**src/rtl/ara_rst_sequencer.sv**
```systemverilog
// rtl/ara_rst_sequencer.sv - parametrised PLL-lock qualified, ordered multi-domain reset sequencer
module ara_rst_sequencer #(
    parameter int unsigned NrDomains        = 3,
    parameter int unsigned SyncStages       = 2,
    parameter int unsigned LockStableCycles = 16,
    parameter int unsigned StepDelay        = 8,
    parameter int unsigned MinAssertCycles  = 4,
    parameter logic [NrDomains-1:0] NdmMask = NrDomains'(3'b110)
) (
    input  logic                 clk_i,
    input  logic                 rst_ni,
    input  logic                 pll_locked_i,
    input  logic                 ndmreset_i,
    input  logic                 sw_rst_req_i,
    output logic [NrDomains-1:0] domain_rst_no,
    output logic                 all_released_o,
    output logic [2:0]           state_o,
    output logic [7:0]           lock_lost_cnt_o
);

    localparam int unsigned LockW = (LockStableCycles > 1) ? $clog2(LockStableCycles) : 1;
    localparam int unsigned StepW = (StepDelay > 1) ? $clog2(StepDelay) : 1;
    localparam int unsigned HoldW = (MinAssertCycles > 1) ? $clog2(MinAssertCycles) : 1;
    localparam int unsigned IdxW  = (NrDomains > 1) ? $clog2(NrDomains) : 1;

    localparam logic [LockW-1:0] LockLast = LockW'(LockStableCycles - 1);
    localparam logic [StepW-1:0] StepLast = StepW'(StepDelay - 1);
    localparam logic [HoldW-1:0] HoldLast = HoldW'(MinAssertCycles - 1);
    localparam logic [IdxW-1:0]  IdxLast  = IdxW'(NrDomains - 1);

    if (NrDomains < 1 || NrDomains > 8) begin : g_bad_nr_domains
        $error("NrDomains must be in 1..8");
    end
    if (SyncStages < 2) begin : g_bad_sync_stages
        $error("SyncStages must be >= 2");
    end
    if (LockStableCycles < 1) begin : g_bad_lock_stable
        $error("LockStableCycles must be >= 1");
    end
    if (StepDelay < 1) begin : g_bad_step_delay
        $error("StepDelay must be >= 1");
    end
    if (MinAssertCycles < 1) begin : g_bad_min_assert
        $error("MinAssertCycles must be >= 1");
    end

    typedef enum logic [2:0] {
        RESET_HOLD = 3'd0,
        WAIT_LOCK  = 3'd1,
        RELEASE    = 3'd2,
        RUN        = 3'd3,
        NDM_HOLD   = 3'd4
    } state_e;

    state_e                 state_q;
    logic [SyncStages-1:0]  sync_q;
    logic                   lock_s;
    logic [LockW-1:0]       lock_cnt_q;
    logic [StepW-1:0]       step_cnt_q;
    logic [HoldW-1:0]       hold_cnt_q;
    logic [IdxW-1:0]        idx_q;
    logic [NrDomains-1:0]   dom_q;
    logic                   all_rel_q;
    logic [7:0]             lost_cnt_q;

    // pll_locked_i is asynchronous; only the last stage is ever looked at
    always_ff @(posedge clk_i or negedge rst_ni) begin
        if (!rst_ni) begin
            sync_q <= '0;
        end else begin
            sync_q <= {sync_q[SyncStages-2:0], pll_locked_i};
        end
    end

    assign lock_s = sync_q[SyncStages-1];

    always_ff @(posedge clk_i or negedge rst_ni) begin
        if (!rst_ni) begin
            state_q    <= RESET_HOLD;
            lock_cnt_q <= '0;
            step_cnt_q <= '0;
            hold_cnt_q <= '0;
            idx_q      <= '0;
            dom_q      <= '0;
            all_rel_q  <= 1'b0;
            lost_cnt_q <= '0;
        end else begin
            case (state_q)
                RESET_HOLD: begin
                    dom_q      <= '0;
                    all_rel_q  <= 1'b0;
                    lock_cnt_q <= '0;
                    state_q    <= WAIT_LOCK;
                end
                WAIT_LOCK: begin
                    dom_q     <= '0;
                    all_rel_q <= 1'b0;
                    if (sw_rst_req_i || !lock_s) begin
                        lock_cnt_q <= '0;
                    end else if (lock_cnt_q == LockLast) begin
                        state_q    <= RELEASE;
                        idx_q      <= '0;
                        step_cnt_q <= '0;
                    end else begin
                        lock_cnt_q <= lock_cnt_q + LockW'(1);
                    end
                end
                RELEASE, RUN, NDM_HOLD: begin
                    if (!lock_s) begin
                        state_q    <= WAIT_LOCK;
                        dom_q      <= '0;
                        all_rel_q  <= 1'b0;
                        lock_cnt_q <= '0;
                        if (lost_cnt_q != 8'hFF) begin
                            lost_cnt_q <= lost_cnt_q + 8'd1;
                        end
                    end else if (sw_rst_req_i) begin
                        state_q    <= WAIT_LOCK;
                        dom_q      <= '0;
                        all_rel_q  <= 1'b0;
                        lock_cnt_q <= '0;
                    end else if (state_q == NDM_HOLD) begin
                        if (!ndmreset_i && hold_cnt_q >= HoldLast) begin
                            state_q    <= RELEASE;
                            idx_q      <= '0;
                            step_cnt_q <= '0;
                        end else if (hold_cnt_q != HoldLast) begin
                            hold_cnt_q <= hold_cnt_q + HoldW'(1);
                        end
                    end else if (ndmreset_i) begin
                        // unmasked domains keep whatever they had, so a released fabric stays up
                        state_q    <= NDM_HOLD;
                        dom_q      <= dom_q & ~NdmMask;
                        all_rel_q  <= 1'b0;
                        hold_cnt_q <= '0;
                    end else if (state_q == RELEASE) begin
                        // every index costs a full step, even when that domain is already high
                        if (step_cnt_q == StepLast) begin
                            step_cnt_q   <= '0;
                            dom_q[idx_q] <= 1'b1;
                            if (idx_q == IdxLast) begin
                                state_q   <= RUN;
                                all_rel_q <= 1'b1;
                            end else begin
                                idx_q <= idx_q + IdxW'(1);
                            end
                        end else begin
                            step_cnt_q <= step_cnt_q + StepW'(1);
                        end
                    end
                end
                default: begin
                    state_q   <= RESET_HOLD;
                    dom_q     <= '0;
                    all_rel_q <= 1'b0;
                end
            endcase
        end
    end

    assign domain_rst_no   = dom_q;
    assign all_released_o  = all_rel_q;
    assign state_o         = state_q;
    assign lock_lost_cnt_o = lost_cnt_q;

endmodule
```
**config.mk**
```make
export PLATFORM = sky130hd
export DESIGN_NAME = ara_rst_sequencer
export DESIGN_NICKNAME = d
export VERILOG_FILES = /design/src/rtl/ara_rst_sequencer.sv
export SDC_FILE = /design/constraint.sdc
export NUM_CORES = 1
export LEC_CHECK = 0
export CELL_PAD_IN_SITES_DETAIL_PLACEMENT = 1
export CELL_PAD_IN_SITES_GLOBAL_PLACEMENT = 2
export CORE_ASPECT_RATIO = 0.8
export CORE_MARGIN = 2
export CORE_UTILIZATION = 25
export CTS_CLUSTER_SIZE = 24
export DETAILED_ROUTE_END_ITERATION = 8
export PLACE_DENSITY = 0.71
export SYNTH_ARGS = -nofsm -noshare
export SYNTH_HDL_FRONTEND = slang
export SYNTH_SLANG_ARGS = --single-unit
```
**constraint.sdc**
```tcl
create_clock -name clk_i -period 2.5 [get_ports clk_i]
set_input_delay 0.75 -clock clk_i [delete_from_list [all_inputs] [get_ports clk_i]]
set_output_delay 0.75 -clock clk_i [all_outputs]
set_load 0.01 [all_outputs]
```
==> summary.log <==
INFO  global_routing pin_count_of_the_biggest_net_entering_global_routing=29
INFO  drt            routed_via_density=4.71
INFO  drt            antenna_violating_nets_post_route=0
INFO  die            placement_rows=25
INFO  timing         least_margin_pin_slew=474ps
INFO  timing         final_min_period_over_clock_period=0.916
INFO  yosys          synth_flop_cell=dfrtp_1
INFO  die            die_h=74.3µm
INFO  power          internal_portion_of_total_power=0.687mW
INFO  power          seqPwrFrac=0.532
INFO  clock_tree     cts_hold_buffers=0
INFO  global_routing global_route.usage.total=0.119
INFO  clock_tree     insertion_delay=270ps
INFO  timing         setup-violations-final=0
INFO  die            core_area=5940µm²
INFO  flow_run       maxCapViolations=0
INFO  drt            detailedRoute.firstIterationViolations=35
INFO  timing         clock.fmax=437MHz
INFO  clock_tree     buffer_depth_of_the_longest_clock_path=2
INFO  place          place.gp.congestion=0.786
INFO  die            design.die.area=6830µm²
INFO  power          p_sw_frac=0.204
INFO  setup_path     timing.setup.critical_path_class=reg -> out
INFO  clock_tree     htree_num_levels=1
INFO  timing         worst_hold_slack=374ps
INFO  setup_path     cp-end-kind=output pin
INFO  setup_path     crit_path_max_incr_delay=640ps
INFO  die            start_util=0.260
INFO  die            die_w=91.9µm
INFO  clock_tree     numCtsBuffers=3
INFO  yosys          netlist_area_before_placement=1550µm²
INFO  timing         maxSlewHeadroom=0.681
INFO  timing         unrepaired_setup_endpoints_after_global_routing=false
INFO  cells_and_area ff_latch_area=701µm²
INFO  timing         number_of_hold_violations_in_the_final_report=0
INFO  cells_and_area final_net_count=189
INFO  cells_and_area final.fill_count=683
INFO  yosys          synth-edff-count=0
INFO  hold_path      min-delay-path-class=reg -> reg
INFO  place          post-dp-hpwl=2870µm
INFO  hold_path      min_path_cells=0
INFO  clock_tree     cts_resized=0
INFO  yosys          mappedNetlistNets=158
INFO  setup_path     worstPathArrival=1540ps
INFO  clock_tree     postCtsSetupBuffers=0
INFO  setup_path     cp_cell_sequence=clkdlybuf4s50_1
INFO  yosys          part_of_the_yosys_area_used_for_sequential_elements=0.453
INFO  hold_path      min_to=sync_q[1]$_DFF_PN0_
INFO  yosys          synth-warning-count=0
INFO  drt            wl_per_cell=14.7µm
INFO  die            ios=20
INFO  drt            first_pass_detailed_route_iteration_total=4
INFO  global_routing antenna_found_initial=0
INFO  timing         skew=1.26ps
INFO  setup_path     critical_path.n_buffers_inverters=1
INFO  cells_and_area drive_above_1_share=0.149
INFO  clock_tree     tritoncts=yes
INFO  setup_path     worst_setup_path_start_kind=register
INFO  yosys          ys_async_sr_fraction=1.00
INFO  setup_path     cpLargestDelayFamily=flip-flops
INFO  drt            vias=1207
INFO  power          clkPwrFrac=0.423
INFO  setup_path     worstPathMaxFanout=15
INFO  drt            drc=0
INFO  timing         timing_max_transition_violations_final=0
INFO  yosys          synth.avg_cell_area=10.7µm²
INFO  clock_tree     clock_sinks=28
INFO  hold_path      min-delay-start=sync_q[0]$_DFF_PN0_
INFO  cells_and_area insertedDiodeCount=0
INFO  global_routing grt_first_pass_wirelength=6540µm
INFO  cells_and_area multiInputGateArea=788µm²
INFO  global_routing number_of_global_route_vias_before_repair=1330
INFO  place          port_buffers=19
INFO  power          power.density=438nW/µm²
INFO  yosys          syn-instance-count=145
INFO  power          power.net_switching=0.176mW
INFO  setup_path     r2r-start=state_o[2]$_DFFE_PN0P_
INFO  power          irDropWorstVdd=0.000210V
INFO  drt            wl=3770µm
INFO  setup_path     critical-path-slowest-cell=dfrtp_1
INFO  setup_path     r2r-end=lock_lost_cnt_o[1]$_DFFE_PN0P_
INFO  timing         totalNegativeSetupSlack=0ps
INFO  timing         min_period=2290ps
INFO  power          total_leakage_power=0.853nW
INFO  clock_tree     clk_pin_slew_worst_paths=100ps
INFO  global_routing globalRoute.totalOverflow=0
INFO  yosys          synth_seq_cells=28
INFO  power          combinationalPowerShare=0.045
INFO  cells_and_area area_grow_syn2layout=27.5%
INFO  setup_path     cp_data_required_time=1750ps
INFO  outcome        run_status=finished, final reports clean
INFO  yosys          post_synth_num_cell_types=43
INFO  clock_tree     ctsRootBufferMaster=clkbuf_8
INFO  setup_path     rrSetupSlack=430ps
INFO  setup_path     timing.reg2reg.worst_path_depth=4
-- power by group through the flow --
stage	Combinational, mW	Clock [mW]	Sequential [mW]
finish	0.0388	0.365	0.459
global route	0.0438	0.402	0.460
CTS	0.0401	0.382	0.459
detailed placement	0.0400	0	0.468
global placement	0.0380	0	0.467
floorplan	0.0111	0	0.467
-- layout make-up --
cell class	count	share of cell area
Clock inverter	1	0.0152
Timing Repair Buffer	31	0.142
Multi-Input combinational cell	104	0.400
Sequential cell	28	0.355
Tap cell	81	0.0514
Inverter	8	0.0152
Clock buffer	3	0.0209
-- per-stage QoR --
step | power (mW) | setup WS [ps] | cells | cell area [µm²] | util
after floorplan | 0.478 | 532 | 145 | 1550 | -
final | 0.863 | 209 | 256 | 1970 | 0.332
after global routing | 0.905 | 89.5 | 256 | 1970 | 0.332
after detailed placement | 0.508 | 16.4 | 252 | 1900 | 0.320
after CTS | 0.881 | 202 | 256 | 1970 | 0.332
after global placement | 0.505 | 123 | 252 | 1900 | 0.320
-- flip-flops by register name, summed over array words and instances, names as in the netlist --
signal           count
lock_lost_cnt_o      8
lock_cnt_q           4
domain_rst_no        3
state_o              3
step_cnt_q           3
hold_cnt_q           2
idx_q                2
sync_q               2
all_released_o       1
-- layer usage --
metal | global-route usage | up-vias | part of all wire
li1 | - | 579 | -
met1 | 0.157 | 602 | 0.49
met2 | 0.208 | 24 | 0.46
met3 | 0.0304 | 2 | 0.040
met4 | 0.0149 | 0 | 0.0045
met5 | 0 | - | 0
-- cell families after synthesis --
group           Yosys count  share of synthesized area
flops                    28                      0.453
buf+inv                  13                     0.0372
xor+xnor                  8                     0.0453
mux                       6                     0.0413
simple gates             52                      0.189
fa+ha+maj                 8                     0.0647
compound gates           30                      0.169
-- synth_stat cells, types with 2 or more instances --
master	instances	area [µm²]
mux2i_1	3	30.0
mux2_1	2	22.5
ha_1	8	100
inv_1	8	30.0
nor3_1	4	20.0
nand3_1	2	10.0
o21a_1	2	15.0
nand4_1	5	31.3
buf_2	4	20.0
nor2b_1	3	18.8
o21ai_0	7	35.0
nor2_1	14	52.6
nor3b_1	4	30.0
a21oi_1	6	30.0
o22a_1	2	17.5
dfrtp_1	28	701
o2bb2ai_1	2	17.5
nand2b_1	3	18.8
xnor2_1	6	52.6
xor2_1	2	17.5
nand2_1	8	30.0
-- placed cells by master, fill, tap and decap left out, drive strengths merged, types with 2 or more instances in the layout --
master	Yosys	routed
nand3	3	3
nor3b	5	5
o2bb2ai	2	2
mux2	3	3
o21ai	7	7
xor2	2	2
o22a	2	2
dfrtp	28	28
mux2i	3	3
ha	8	8
nand2b	3	3
clkdlybuf4s50	0	19
and3	2	2
a21oi	6	6
nor2	15	15
nand2	8	8
o311ai	2	2
inv	8	8
nand4	5	5
clkbuf	0	3
nor2b	3	3
xnor2	6	6
o21a	2	2
buf	5	12
nor3	4	4
-- worst max-delay path by stage --
| stage | from | to | slack [ps] | cells after the start |
|---|---|---|---|---|
| 3_5_place_dp | sw_rst_req_i | idx_q[1]$_DFFE_PN0P_ | 20 | 6 |
| 2_1_floorplan | sw_rst_req_i | idx_q[1]$_DFFE_PN0P_ | 530 | 5 |
| 5_1_grt | state_o[2]$_DFFE_PN0P_ | state_o[2] | 90 | 1 |
| 4_1_cts | state_o[2]$_DFFE_PN0P_ | state_o[2] | 200 | 1 |
| 3_3_place_gp | sw_rst_req_i | idx_q[1]$_DFFE_PN0P_ | 120 | 6 |
| 6_report | state_o[2]$_DFFE_PN0P_ | state_o[2] | 210 | 1 |
Note: power is estimated with default switching activity, not from simulation.
